<file path="src/rtl/riscv_writeback_pipe.sv">
// ---------------------------------------------------------------------------
// riscv_writeback_pipe
//
// Elastic writeback stage. Carries the retire payload (rd write, CSR write,
// exception, instruction-count flag) from the memory stage to the
// register-file / CSR write ports through DEPTH ready/valid register slices.
// Slice 0 takes the input, slice DEPTH-1 drives the outputs.
//
// Ports
//   clk, reset_n              clock (rising edge), async active-low reset
//   flush                     drop every in-flight entry and this cycle's input
//   in_valid / in_ready       upstream handshake
//   *_in                      retire payload from the memory stage
//   out_valid / out_ready     downstream handshake on the head slice
//   *_out                     head payload; write-enables are gated by out_valid,
//                             rd writes to x0 are suppressed
//   instret                   64-bit retired-instruction counter (wraps)
//   fwd_addr/fwd_hit/fwd_data forwarding lookup for decode hazard logic,
//                             present only when RISCV_WB_FWD_EN is defined
//
// Configuration macro: RISCV_WB_FWD_EN (undefined by default, no forwarding).
// DEPTH is legal from 1 to 4.
// ---------------------------------------------------------------------------
module riscv_writeback_pipe #(
    parameter int XLEN   = 32,
    parameter int RF_AW  = 5,
    parameter int CSR_AW = 12,
    parameter int EXC_W  = 40,
    parameter int DEPTH  = 1
) (
    input  logic              clk,
    input  logic              reset_n,
    input  logic              flush,
    input  logic              in_valid,
    output logic              in_ready,
    input  logic              count_instruction_in,
    input  logic              exception_in,
    input  logic [EXC_W-1:0]  exception_context_in,
    input  logic [CSR_AW-1:0] csr_addr_in,
    input  logic [1:0]        csr_write_in,
    input  logic [XLEN-1:0]   csr_data_in,
    input  logic              rd_write_in,
    input  logic [RF_AW-1:0]  rd_addr_in,
    input  logic [XLEN-1:0]   rd_data_in,
    output logic              out_valid,
    input  logic              out_ready,
    output logic              count_instruction_out,
    output logic              exception_out,
    output logic [EXC_W-1:0]  exception_context_out,
    output logic [CSR_AW-1:0] csr_addr_out,
    output logic [1:0]        csr_write_out,
    output logic [XLEN-1:0]   csr_data_out,
    output logic              rd_write_out,
    output logic [RF_AW-1:0]  rd_addr_out,
    output logic [XLEN-1:0]   rd_data_out,
    output logic [63:0]       instret
`ifdef RISCV_WB_FWD_EN
    ,
    input  logic [RF_AW-1:0]  fwd_addr,
    output logic              fwd_hit,
    output logic [XLEN-1:0]   fwd_data
`endif
);

    typedef struct packed {
        logic              count;
        logic              exception;
        logic [EXC_W-1:0]  exc_ctx;
        logic [CSR_AW-1:0] csr_addr;
        logic [1:0]        csr_write;
        logic [XLEN-1:0]   csr_data;
        logic              rd_write;
        logic [RF_AW-1:0]  rd_addr;
        logic [XLEN-1:0]   rd_data;
    } payload_t;

    localparam int       PAYLOAD_W    = $bits(payload_t);
    localparam payload_t PAYLOAD_ZERO = payload_t'({PAYLOAD_W{1'b0}});

    logic [DEPTH-1:0] valid_r;
    payload_t         slice_r [DEPTH];
    payload_t         src_s   [DEPTH];
    logic [DEPTH-1:0] src_valid_s;
    logic [DEPTH-1:0] move_s;
    logic [DEPTH-1:0] load_s;
    payload_t         in_payload_s;
    payload_t         head_s;
    logic             head_fire_s;
    logic [63:0]      instret_r;

    // Gather the upstream payload into one struct
    always_comb begin
        in_payload_s           = PAYLOAD_ZERO;
        in_payload_s.count     = count_instruction_in;
        in_payload_s.exception = exception_in;
        in_payload_s.exc_ctx   = exception_context_in;
        in_payload_s.csr_addr  = csr_addr_in;
        in_payload_s.csr_write = csr_write_in;
        in_payload_s.csr_data  = csr_data_in;
        in_payload_s.rd_write  = rd_write_in;
        in_payload_s.rd_addr   = rd_addr_in;
        in_payload_s.rd_data   = rd_data_in;
    end

    // Each slice is fed by the input (slice 0) or by the slice before it
    always_comb begin
        src_valid_s    = {DEPTH{1'b0}};
        src_s[0]       = in_payload_s;
        src_valid_s[0] = in_valid;
        for (int k = 1; k < DEPTH; k++) begin
            src_s[k]       = slice_r[k-1];
            src_valid_s[k] = valid_r[k-1];
        end
    end

    // Ready chain walked from the head back to the input, so a slice whose
    // contents leave this cycle can refill in the same cycle (no bubble)
    always_comb begin
        move_s          = {DEPTH{1'b0}};
        load_s          = {DEPTH{1'b0}};
        move_s[DEPTH-1] = valid_r[DEPTH-1] & out_ready;
        load_s[DEPTH-1] = ~valid_r[DEPTH-1] | move_s[DEPTH-1];
        for (int k = DEPTH - 2; k >= 0; k--) begin
            move_s[k] = valid_r[k] & load_s[k+1];
            load_s[k] = ~valid_r[k] | move_s[k];
        end
    end

    assign in_ready    = load_s[0];
    assign head_s      = slice_r[DEPTH-1];
    assign head_fire_s = valid_r[DEPTH-1] & out_ready;

    // Valid bits: flush empties every slice and drops this cycle's input
    always_ff @(posedge clk or negedge reset_n) begin
        if (!reset_n) begin
            valid_r <= {DEPTH{1'b0}};
        end else if (flush) begin
            valid_r <= {DEPTH{1'b0}};
        end else begin
            for (int k = 0; k < DEPTH; k++) begin
                if (load_s[k]) begin
                    valid_r[k] <= src_valid_s[k];
                end
            end
        end
    end

    // Payload registers: only real entries are captured, and a flush leaves
    // the stored payload untouched
    always_ff @(posedge clk or negedge reset_n) begin
        if (!reset_n) begin
            for (int k = 0; k < DEPTH; k++) begin
                slice_r[k] <= PAYLOAD_ZERO;
            end
        end else begin
            for (int k = 0; k < DEPTH; k++) begin
                if (!flush && load_s[k] && src_valid_s[k]) begin
                    slice_r[k] <= src_s[k];
                end
            end
        end
    end

    // Retired-instruction counter; a head handshake in a flush cycle counts
    always_ff @(posedge clk or negedge reset_n) begin
        if (!reset_n) begin
            instret_r <= 64'd0;
        end else if (head_fire_s && head_s.count && !head_s.exception) begin
            instret_r <= instret_r + 64'd1;
        end
    end

    assign instret               = instret_r;
    assign out_valid             = valid_r[DEPTH-1];
    assign count_instruction_out = head_s.count & valid_r[DEPTH-1];
    assign exception_out         = head_s.exception & valid_r[DEPTH-1];
    assign exception_context_out = head_s.exc_ctx;
    assign csr_addr_out          = head_s.csr_addr;
    assign csr_write_out         = valid_r[DEPTH-1] ? head_s.csr_write : 2'b00;
    assign csr_data_out          = head_s.csr_data;
    // x0 is hard-wired zero, so a write to it is never issued
    assign rd_write_out          = head_s.rd_write & valid_r[DEPTH-1] &
                                   (head_s.rd_addr != {RF_AW{1'b0}});
    assign rd_addr_out           = head_s.rd_addr;
    assign rd_data_out           = head_s.rd_data;

`ifdef RISCV_WB_FWD_EN
    logic            fwd_hit_s;
    logic [XLEN-1:0] fwd_data_s;

    // Scan oldest to youngest so the youngest matching slice wins
    always_comb begin
        fwd_hit_s  = 1'b0;
        fwd_data_s = {XLEN{1'b0}};
        for (int k = DEPTH - 1; k >= 0; k--) begin
            if (valid_r[k] && slice_r[k].rd_write &&
                (slice_r[k].rd_addr == fwd_addr) &&
                (fwd_addr != {RF_AW{1'b0}})) begin
                fwd_hit_s  = 1'b1;
                fwd_data_s = slice_r[k].rd_data;
            end else begin
                fwd_hit_s  = fwd_hit_s;
                fwd_data_s = fwd_data_s;
            end
        end
    end

    assign fwd_hit  = fwd_hit_s;
    assign fwd_data = fwd_data_s;
`endif

    riscv_writeback_pipe_checker #(
        .XLEN  (XLEN),
        .RF_AW (RF_AW)
    ) u_checker (
        .clk          (clk),
        .reset_n      (reset_n),
        .flush        (flush),
        .in_ready     (in_ready),
        .out_valid    (out_valid),
        .out_ready    (out_ready),
        .rd_write_out (rd_write_out),
        .rd_addr_out  (rd_addr_out),
        .rd_data_out  (rd_data_out),
        .full         (&valid_r)
    );

endmodule

// ---------------------------------------------------------------------------
// riscv_writeback_pipe_checker
//
// Protocol properties of the writeback pipe: no x0 write, head held stable
// under backpressure, and no acceptance when every slice is occupied and the
// head is stalled.
// ---------------------------------------------------------------------------
module riscv_writeback_pipe_checker #(
    parameter int XLEN  = 32,
    parameter int RF_AW = 5
) (
    input logic             clk,
    input logic             reset_n,
    input logic             flush,
    input logic             in_ready,
    input logic             out_valid,
    input logic             out_ready,
    input logic             rd_write_out,
    input logic [RF_AW-1:0] rd_addr_out,
    input logic [XLEN-1:0]  rd_data_out,
    input logic             full
);

    a_no_x0_write : assert property (@(posedge clk) disable iff (!reset_n)
        rd_write_out |-> (rd_addr_out != {RF_AW{1'b0}}));

    a_head_hold : assert property (@(posedge clk) disable iff (!reset_n)
        (out_valid && !out_ready && !flush) |=> (out_valid && $stable(rd_data_out)));

    a_full_stall : assert property (@(posedge clk) disable iff (!reset_n)
        (full && !out_ready) |-> !in_ready);

endmodule

</file>
<file path="config.mk">
export PLATFORM = sky130hd
export DESIGN_NAME = riscv_writeback_pipe
export DESIGN_NICKNAME = d
export VERILOG_FILES = /design/src/rtl/riscv_writeback_pipe.sv
export SDC_FILE = /design/constraint.sdc
export NUM_CORES = 1
export LEC_CHECK = 0
export ABC_AREA = 1
export CAP_MARGIN = 20
export CORE_MARGIN = 4
export CORE_UTILIZATION = 25
export DETAILED_ROUTE_END_ITERATION = 10
export PLACE_DENSITY_LB_ADDON = 0.05
export SLEW_MARGIN = 20
export SYNTH_ARGS = -nofsm -noshare
export SYNTH_HDL_FRONTEND = slang
export SYNTH_SLANG_ARGS = --single-unit
</file>
<file path="constraint.sdc">
create_clock -name clk -period 3.22 [get_ports clk]
set_clock_uncertainty 0.05 [all_clocks]
set_input_delay 0.644 -clock clk [delete_from_list [all_inputs] [get_ports clk]]
set_output_delay 0.644 -clock clk [all_outputs]
set_load 0.02 [all_outputs]
</file>
==> flow_results.xml <==
<?xml version="1.0" encoding="UTF-8"?>
<metrics>
  <group name="routing">
    <metric name="initialDrtViolationCount" unit="">243</metric>
    <metric name="via_per_inst" unit="">4.08</metric>
    <metric name="detailedRoute.firstPassIterationCount" unit="">5</metric>
    <metric name="routed-via-count" unit="">6807</metric>
    <metric name="wl_per_cell" unit="um">18.5</metric>
    <metric name="drt-total-wl" unit="um">30800</metric>
    <metric name="number_of_nets_still_failing_antenna_checks_after_routing" unit="">0</metric>
    <metric name="drc" unit="">0</metric>
  </group>
  <group name="final_layout">
    <metric name="seqCellArea" unit="um^2">4780</metric>
    <metric name="layout-area-overhead-vs-synth" unit="%">37.2</metric>
    <metric name="fillCellCount" unit="">3911</metric>
    <metric name="finalNetCount" unit="">1274</metric>
    <metric name="fin_cells" unit="">1667</metric>
    <metric name="multi_input_comb_area" unit="um^2">3590</metric>
    <metric name="post_route_cells_drive_above_1_share" unit="%">19.5</metric>
  </group>
  <group name="die">
    <metric name="placementRows" unit="">71</metric>
    <metric name="die_x" unit="um">205</metric>
    <metric name="ioPinCount" unit="">323</metric>
    <metric name="start_util" unit="%">25.5</metric>
    <metric name="floorplan.die.height" unit="um">205</metric>
    <metric name="floorplan.die_area" unit="um^2">41900</metric>
    <metric name="core_region_area" unit="um^2">37900</metric>
  </group>
  <group name="logic_synthesis">
    <metric name="ys_ff_latch" unit="">191</metric>
    <metric name="yosys.cell_types.count" unit="">31</metric>
    <metric name="syn_nets" unit="">1059</metric>
    <metric name="synth_top_area_share" unit="%">49.5</metric>
    <metric name="mappedNetlistArea" unit="um^2">9660</metric>
    <metric name="yosys_warning_total" unit="">0</metric>
    <metric name="synthCells" unit="">927</metric>
    <metric name="synth_top_cells_by_area" unit="">dfrtp_1 49%, mux2_2 15%, buf_4 9.5%</metric>
    <metric name="synth.largest_area_cell" unit="">dfrtp_1</metric>
    <metric name="syn_area_per_cell" unit="um^2">10.4</metric>
    <metric name="proportion_of_synthesized_chip_area_in_sequential_cells" unit="%">49.5</metric>
  </group>
  <group name="worst_setup_path">
    <metric name="worstReg2RegStart" unit="">out_valid</metric>
    <metric name="worst_setup_path_startpoint" unit="">out_ready</metric>
    <metric name="critical_path.endpoint" unit="">in_ready</metric>
    <metric name="critPathSlowestCell" unit="">clkdlybuf4s50_1</metric>
    <metric name="number_of_cells_on_the_worst_reg_to_reg_path" unit="">8</metric>
    <metric name="regToRegSetupSlack" unit="ps">1230</metric>
    <metric name="cpPeakStageDelay" unit="ps">630</metric>
    <metric name="r2r-end" unit="">instret[61]</metric>
    <metric name="crit_top_cell" unit="">clkdlybuf4s50_1</metric>
    <metric name="path_cells" unit="">clkdlybuf4s50_1 -&gt; inv_1 -&gt; nand2_1 -&gt; clkdlybuf4s50_1</metric>
    <metric name="timing.critical_path.from_type" unit="">primary input</metric>
    <metric name="critPathArrivalTime" unit="ps">1960</metric>
    <metric name="worst_ep_required_time" unit="ps">2530</metric>
    <metric name="worst_setup_path_end_kind" unit="">output pin</metric>
    <metric name="setup.worst_path.class" unit="">in2out</metric>
    <metric name="crit_fanout" unit="">3</metric>
  </group>
  <group name="cts">
    <metric name="postCtsResizedCells" unit="">0</metric>
    <metric name="numClockSinks" unit="">191</metric>
    <metric name="numCtsBuffers" unit="">17</metric>
    <metric name="worst_skew_pair.late_latency" unit="ps">450</metric>
    <metric name="cts_setup_buffers" unit="">0</metric>
    <metric name="max-clock-path-buffers" unit="">2</metric>
    <metric name="cts.clk_slew.worst_paths" unit="ps">80</metric>
    <metric name="cts_tree" unit="">built</metric>
    <metric name="ctsHtreeMaxLevel" unit="">4</metric>
    <metric name="hold_buf_cts" unit="">0</metric>
    <metric name="clock-root-buffer" unit="">clkbuf_16</metric>
  </group>
  <group name="sta">
    <metric name="totalNegativeSetupSlack" unit="ps">0</metric>
    <metric name="hold_fails_final_rpt" unit="">0</metric>
    <metric name="timing.final.crit_period" unit="ps">2660</metric>
    <metric name="max_slew.worst_pin.slew" unit="ps">700</metric>
    <metric name="post_route_clock_period_utilization" unit="%">82.5</metric>
    <metric name="setup_repair_after_global_routing_missed_its_margin" unit="">no</metric>
    <metric name="final-max-slew-violation-count" unit="">0</metric>
    <metric name="slew-limit-headroom" unit="%">53.3</metric>
    <metric name="setup-violations-final" unit="">0</metric>
    <metric name="max_freq" unit="GHz">0.376</metric>
  </group>
  <group name="place">
    <metric name="hpwlAfterDp" unit="um">24100</metric>
    <metric name="placement.io_buffers" unit="">322</metric>
    <metric name="placedCellCount" unit="">1634</metric>
    <metric name="gp_congestion" unit="">0.811</metric>
  </group>
  <group name="hold_path">
    <metric name="worstHoldPathType" unit="">in2async</metric>
  </group>
  <group name="run">
    <metric name="timing.max_cap.violations" unit="">0</metric>
  </group>
  <group name="outcome">
    <metric name="status" unit="">finished clean</metric>
  </group>
  <group name="grt">
    <metric name="grt_use_total" unit="%">14.6</metric>
    <metric name="grt_first_pass_wirelength" unit="um">46100</metric>
    <metric name="first_global_vias" unit="">7058</metric>
    <metric name="initial_antenna_violation_count" unit="">5</metric>
    <metric name="grt_overflow" unit="">0</metric>
    <metric name="grt_max_degree" unit="">76</metric>
  </group>
  <group name="power">
    <metric name="vdd_ir_drop_max" unit="V">0.000354</metric>
    <metric name="ratio_of_total_power_to_cell_area" unit="nW/um^2">506</metric>
    <metric name="leakage_power" unit="nW">5.53</metric>
    <metric name="post-layout-total-power" unit="W">0.00672</metric>
  </group>
</metrics>
[critical path: cells and delay by family]
kind	cells	cell delay, ps
and+or+nand+nor	1	130
buffers and inverters	3	1190
[through the flow]
| step | utilization, % | cell area (um^2) | setup WS [ps] | hold WS, ps |
|---|---|---|---|---|
| floorplan | - | 9660 | 1360 | 298 |
| global placement | 33.3 | 12600 | 552 | 436 |
| detailed placement | 33.3 | 12600 | 555 | 441 |
| CTS | 35.0 | 13300 | 555 | 193 |
| global route | 35.0 | 13300 | 480 | 208 |
| finish | 35.0 | 13300 | 562 | 161 |
[metal layers]
metal,global-route usage (%),share of wire [%],up-vias
li1,-,-,3290
met1,19.1,44,3277
met2,24.0,48,196
met3,4.08,6.4,36
met4,4.02,1.7,8
met5,0,0.14,-
[worst min-delay path by stage]
| stage | end | slack [ps] | startpoint | cells past startpoint |
|---|---|---|---|---|
| 6_report | rd_data_out[26] | 160 | reset_n | 1 |
| 5_1_grt | rd_data_out[26] | 210 | reset_n | 1 |
| 4_1_cts | rd_data_out[26] | 190 | reset_n | 1 |
| 3_5_place_dp | csr_addr_out[8] | 440 | csr_addr_out[8] | 1 |
| 3_3_place_gp | exception_context_out[4] | 440 | exception_context_out[4] | 1 |
| 2_1_floorplan | csr_addr_out[0] | 300 | reset_n | 0 |
[area by class of cell]
type	instances	share of cell area, %
Antenna cell	1	0.0189
Clock buffer	17	3.21
Clock inverter	15	1.51
Inverter	71	2.03
Multi-Input combinational cell	529	27.1
Sequential cell	191	36.0
Tap cell	511	4.82
Timing Repair Buffer	332	25.3
[layout by cell type, fill, tap and decap left out, drive strengths merged]
master / netlist / final
ha: 1 / 1
inv: 71 / 77
clkinv: 0 / 4
clkdlybuf4s50: 0 / 321
nand4: 18 / 18
nor2: 105 / 105
and2: 2 / 2
bufinv: 0 / 3
o21bai: 1 / 1
nand3b: 3 / 3
nand2: 165 / 165
xor2: 22 / 22
xnor2: 24 / 24
o21ai: 1 / 1
and3: 1 / 1
clkbuf: 0 / 18
clkinvlp: 0 / 2
diode: 0 / 1
nand3: 44 / 44
mux2: 125 / 125
nor3: 15 / 15
buf: 136 / 10
a21oi: 2 / 2
dfrtp: 191 / 191
[report_power, final]
group	total, W	internal, W	leakage (nW)	switching (W)
sequential	0.00282	0.00268	2.34	0.000143
clock	0.00232	0.00125	0.300	0.00107
combinational	0.00158	0.000849	2.89	0.000727
total	0.00672	0.00478	5.53	0.00194
[cell usage after synthesis (all sizes together)]
cell type and instances:
dfrtp 191, nand2 165, buf 136, mux2 125
nor2 105, inv 71, nand3 44, xnor2 24
xor2 22, nand4 18, nor3 15, nand3b 3
a21oi 2, and2 2, and3 1, ha 1
o21ai 1, o21bai 1
[flip-flops by register name, indices dropped and copies added (netlist names)]
| register | count |
|---|---|
| instret | 64 |
| exception_context_out | 40 |
| csr_data_out | 32 |
| rd_data_out | 32 |
| csr_addr_out | 12 |
| head_s | 5 |
| rd_addr_out | 5 |
| out_valid | 1 |
[cells by family after synthesis]
| kind of cell | Yosys count | share of synthesized area, % |
|---|---|---|
| buf+inv | 207 | 13.4 |
| xor+xnor | 46 | 4.17 |
| flops | 191 | 49.5 |
| fa+ha+maj | 1 | 0.129 |
| simple gates | 353 | 18.0 |
| compound gates | 4 | 0.272 |
| mux | 125 | 14.6 |
Power figures use the tool's default switching activity.
==> RTL change 1: new RTL, same flow settings <==
Register the output `count_instruction_out`, with the module's reset; this adds one clock of latency there. The other outputs are not delayed to match.
--- a/src/rtl/riscv_writeback_pipe.sv
+++ b/src/rtl/riscv_writeback_pipe.sv
@@ -173,5 +173,11 @@
     assign instret               = instret_r;
     assign out_valid             = valid_r[DEPTH-1];
-    assign count_instruction_out = head_s.count & valid_r[DEPTH-1];
+    always_ff @(posedge clk or negedge reset_n) begin
+        if (!reset_n) begin
+            count_instruction_out <= '0;
+        end else begin
+            count_instruction_out <= head_s.count & valid_r[DEPTH-1];
+        end
+    end
     assign exception_out         = head_s.exception & valid_r[DEPTH-1];
     assign exception_context_out = head_s.exc_ctx;
Formal check against the unedited RTL: not equivalent (Yosys sat finds a counterexample within 4 cycles, from zero or initial values and one cycle with reset_n low).
==> RTL change 1 against the unedited design <==
  * Via count up 2.0%
  * Routed wire length up 1.3%
  * Area after synthesis down 0.89%
  * Total power down 3.5%
  * Worst setup slack better by 0.013 ns
  * Sequential cell count up 1
  * Critical path type unchanged
  * Final area down 0.97%
  * Largest cell class unchanged
==> RTL change 1: results (changes against the unedited design) <==
* ClkCell Share at 0.0425 (was 0.0472)
* Antenna diode count at 0 (was 1)
* Syn Nets at 1092 (was 1059)
* Via count of the routed design at 6945 (was 6807)
* Placed insts at 1667 (was 1634)
* Worst hold slack at 0.184 ns (was 0.161 ns)
* Count of clock buffers in the final design at 21 (was 17)
* Hpwl dp at 24500 um (was 24100 um)
* Register area at 4800 um2 (was 4780 um2)
* Syn Area/Cell at 9.98 um2 (was 10.4 um2)
* Dpl ws at 0.575 ns (was 0.555 ns)
* Layout cells sized above 1 at 0.158 (was 0.195)
* Average wire per standard cell at 18.4 um (was 18.5 um)
* Placed instance area at 12600 um2 (about the same)
* Sequential area share after synthesis at 0.502 (was 0.495)
* Worst reg-to-reg setup slack at 1.00 ns (was 1.23 ns)
* Library cells used by synthesis at 27 (was 31)
* Non-clk bufs at 331 (was 332)
* First-pass GRT wire length at 47100 um (was 46100 um)
* Synth cell count leaders: dfrtp_1, nand2_1, buf_4 (was dfrtp_1, nand2_1, mux2_2)
* All-layer global routing usage at 0.151 (was 0.146)
* Pleak at 5.43 nW (was 5.53 nW)
* Initial antenna violation count at 1 (was 5)
* Sw Share at 0.280 (was 0.288)
* Least-Margin Pin Slew at 0.693 ns (was 0.700 ns)
* Top cells by area, synth: dfrtp_1, mux2_2, buf_4 (unchanged)
* Signal inverters at 70 (was 71)
* VDD IR max at 0.356 mV (was 0.354 mV)
* Data buffer area share at 0.255 (was 0.253)
* Outcome: completed (unchanged)
* Clk buf depth at 2 (unchanged)
* Sequential fraction of total cell area at 0.366 (was 0.360)
* Vias in the first global route at 7236 (was 7058)
* Max Fclk at 378 MHz (was 376 MHz)
* Nets at 1307 (was 1274)
* Pin count of the biggest net entering global routing at 77 (was 76)
## RTL change 1: changes by cell type in the layout (fill, tap and decap cells not counted), moves of 5 or more
cell	before	now
nor2_2	20	7
nand3_1	38	32
nor2_1	73	107
nor2_4	11	5
clkinv_2	0	5
nand3b_1	3	9
nand2_1	153	191
## RTL change 1: layer usage
layer | share of wire | vias up | global-route usage
met5 | 0.00032 | - | 0
met4 | 0.015 | 2 | 0.0385
met3 | 0.069 | 21 | 0.0475
met2 | 0.48 | 209 | 0.248
met1 | 0.44 | 3320 | 0.194
li1 | - | 3393 | -
## RTL change 1: power groups by stage
stage	logic [W]	registers (W)	clock network (W)
floorplan	0.00106	0.00287	0
global placement	0.00159	0.00288	0
detailed placement	0.00159	0.00289	0
CTS	0.00159	0.00284	0.00219
global route	0.00166	0.00288	0.00230
finish	0.00156	0.00284	0.00208
## RTL change 1: kinds of logic after synthesis
group	Yosys count	share of synthesized area
AOI/OAI and AO/OA	7	0.00392
xor gates and xnor gates	40	0.0366
adders and majority gates	1	0.00131
buffers and inverters	205	0.131
DFF	192	0.502
muxes	125	0.147
and+or+nand+nor	390	0.179
## RTL change 1: final timing paths
check / startpoint / to / cells past startpoint
setup / recovery: out_ready / in_ready / 4
hold / removal: reset_n / exception_context_out[12] / 1
setup reg to reg: instret[0] / instret[36] / 8
hold reg to reg: instret[62] / instret[62] / 2
max in group asynchronous: reset_n / exception_context_out[0] / 2
min in group clk: instret[62] / instret[62] / 2
## RTL change 1: critical path, cell delays in order
cell,delay [ns]
clkdlybuf4s50_1,0.48
inv_1,0.06
nand2_1,0.14
clkdlybuf4s50_1,0.63
==> RTL change 2: new RTL, same settings <==
Made on the original files. Set the parameter `EXC_W` to 44 (it was 40).
--- a/src/rtl/riscv_writeback_pipe.sv
+++ b/src/rtl/riscv_writeback_pipe.sv
@@ -26,5 +26,5 @@
     parameter int RF_AW  = 5,
     parameter int CSR_AW = 12,
-    parameter int EXC_W  = 40,
+    parameter int EXC_W  = 44,
     parameter int DEPTH  = 1
 ) (
Interface: changed (resized exception_context_in and exception_context_out); port bits go from 323 to 331. The function was not compared with the original's and may differ.
==> RTL change 2 against the unedited design <==
  * Total power is 0.17% higher
  * Sequential cell count is 4 higher
  * Area after synthesis hardly changed
  * Synthesized cell count is 2.5% higher
  * Sequential power is 2% higher
  * Routed wire length is 3.3% higher
  * Final area is 0.12% higher
  * Critical endpoint unchanged
  * Count of clock-buffer cells in the layout stayed put
  * Worst setup slack worse by 0.068 ns
  * Largest cell class unchanged
==> RTL change 2: results (changes against the unedited design) <==
* Library cells used by synthesis at 27 (was 31)
* Outcome: completed (unchanged)
* Final RePlAce weighted congestion at 0.818 (was 0.811)
* Worst r2r src: instret[0] (was out_valid)
* Nets at 1303 (was 1274)
* Crit path max fanout at 3 (unchanged)
* Synth cell count leaders: dfrtp_1, nand2_1, buf_4 (was dfrtp_1, nand2_1, mux2_2)
* Worst EP arrival at 2.03 ns (was 1.96 ns)
* R2r worst-path depth at 10 (was 8)
* DR vias/cell at 4.10 (was 4.08)
* Worst reg-to-reg setup slack at 1.03 ns (was 1.23 ns)
* First-pass GRT wire length at 46700 um (was 46100 um)
* Syn Nets at 1086 (was 1059)
* Pleak at 5.69 nW (was 5.53 nW)
* Ys Warns at 0 (unchanged)
* Starting DRC count in detailed routing at 263 (was 243)
* Placed instance area at 12700 um2 (was 12600 um2)
* Layout cells sized above 1 at 0.158 (was 0.195)
* Sequential area share after synthesis at 0.505 (was 0.495)
* Initial antenna violation count at 3 (was 5)
* Vias in the first global route at 7368 (was 7058)
* Slew HR at 0.580 (was 0.533)
* Average wire per standard cell at 18.8 um (was 18.5 um)
* VDD IR max at 0.351 mV (was 0.354 mV)
* Pin count of the biggest net entering global routing at 67 (was 76)
* Top cells by area, synth: dfrtp_1, mux2_2, buf_4 (unchanged)
* Crit Reg-Reg Endpoint: instret[56] (was instret[61])
* All-layer global routing usage at 0.149 (was 0.146)
* Max FFs per register at 64 (unchanged)
-- RTL change 2: cell count changes after synthesis, moves of 5 or more --
cell	before	now
buf_4	122	134
o21ai_0	0	5
nor2_2	20	7
nor3_1	10	16
inv_1	70	82
nor2_4	11	1
nor2_1	73	91
nand3_1	38	44
nand2_2	9	2
nand2_1	153	161
-- RTL change 2: where the power goes --
| part | total (W) | leakage (nW) | internal [W] | switching, W |
|---|---|---|---|---|
| Clock | 0.00221 | 0.284 | 0.00111 | 0.00110 |
| Combinational | 0.00163 | 3.00 | 0.000873 | 0.000754 |
| Sequential | 0.00289 | 2.41 | 0.00274 | 0.000150 |
| Total | 0.00673 | 5.69 | 0.00472 | 0.00201 |
-- RTL change 2: kinds of logic after synthesis --
kind of cell             synth area share
flip-flops                          0.505
AND/OR/NAND/NOR                     0.157
multiplexers                        0.150
adder cells (fa/ha/maj)           0.00130
XOR/XNOR                           0.0399
buffers and inverters               0.141
AO/OA/AOI/OAI                     0.00518
-- RTL change 2: worst min-delay path by stage --
| stage | slack, ns | cells after the start | from | endpoint |
|---|---|---|---|---|
| 2_1_floorplan | 0.30 | 0 | reset_n | csr_addr_out[0] |
| 3_3_place_gp | 0.43 | 1 | csr_data_out[17] | csr_data_out[17] |
| 3_5_place_dp | 0.44 | 1 | exception_context_out[5] | exception_context_out[5] |
| 4_1_cts | 0.17 | 1 | reset_n | csr_data_out[14] |
| 5_1_grt | 0.17 | 1 | reset_n | csr_data_out[16] |
| 6_report | 0.15 | 1 | reset_n | csr_data_out[16] |
-- RTL change 2: layer usage --
layer	up-vias	part of all wire	GRT usage
li1	3364	-	-
met1	3344	0.43	0.187
met2	214	0.48	0.252
met3	17	0.073	0.0495
met4	4	0.012	0.0311
met5	-	0.00085	0
-- RTL change 2: worst reg2reg max path, delay by kind of cell (launching register included) --
| family | cells | cell delay, ns |
|---|---|---|
| flip-flops | 1 | 0.44 |
| AND/OR/NAND/NOR | 7 | 1.34 |
| adder cells (fa/ha/maj) | 1 | 0.19 |
| buffers and inverters | 2 | 0.07 |
-- RTL change 2: stage by stage --
| step | cells | setup slack [ns] |
|---|---|---|
| 2_1_floorplan | 950 | 1.34 |
| 3_3_place_gp | 1659 | 0.468 |
| 3_5_place_dp | 1659 | 0.479 |
| 4_1_cts | 1691 | 0.440 |
| 5_1_grt | 1692 | 0.407 |
| 6_report | 1692 | 0.495 |
-- RTL change 2: area by class of cell --
type / count / area, um2
multi-input cells: 531 / 3420
diodes: 1 / 2.50
flip-flops and latches: 195 / 4880
clock inverters: 15 / 170
well taps: 511 / 639
clock buffers: 17 / 425
fillers: 3895 / 24700
repair buffers: 338 / 3420
inverters: 84 / 320
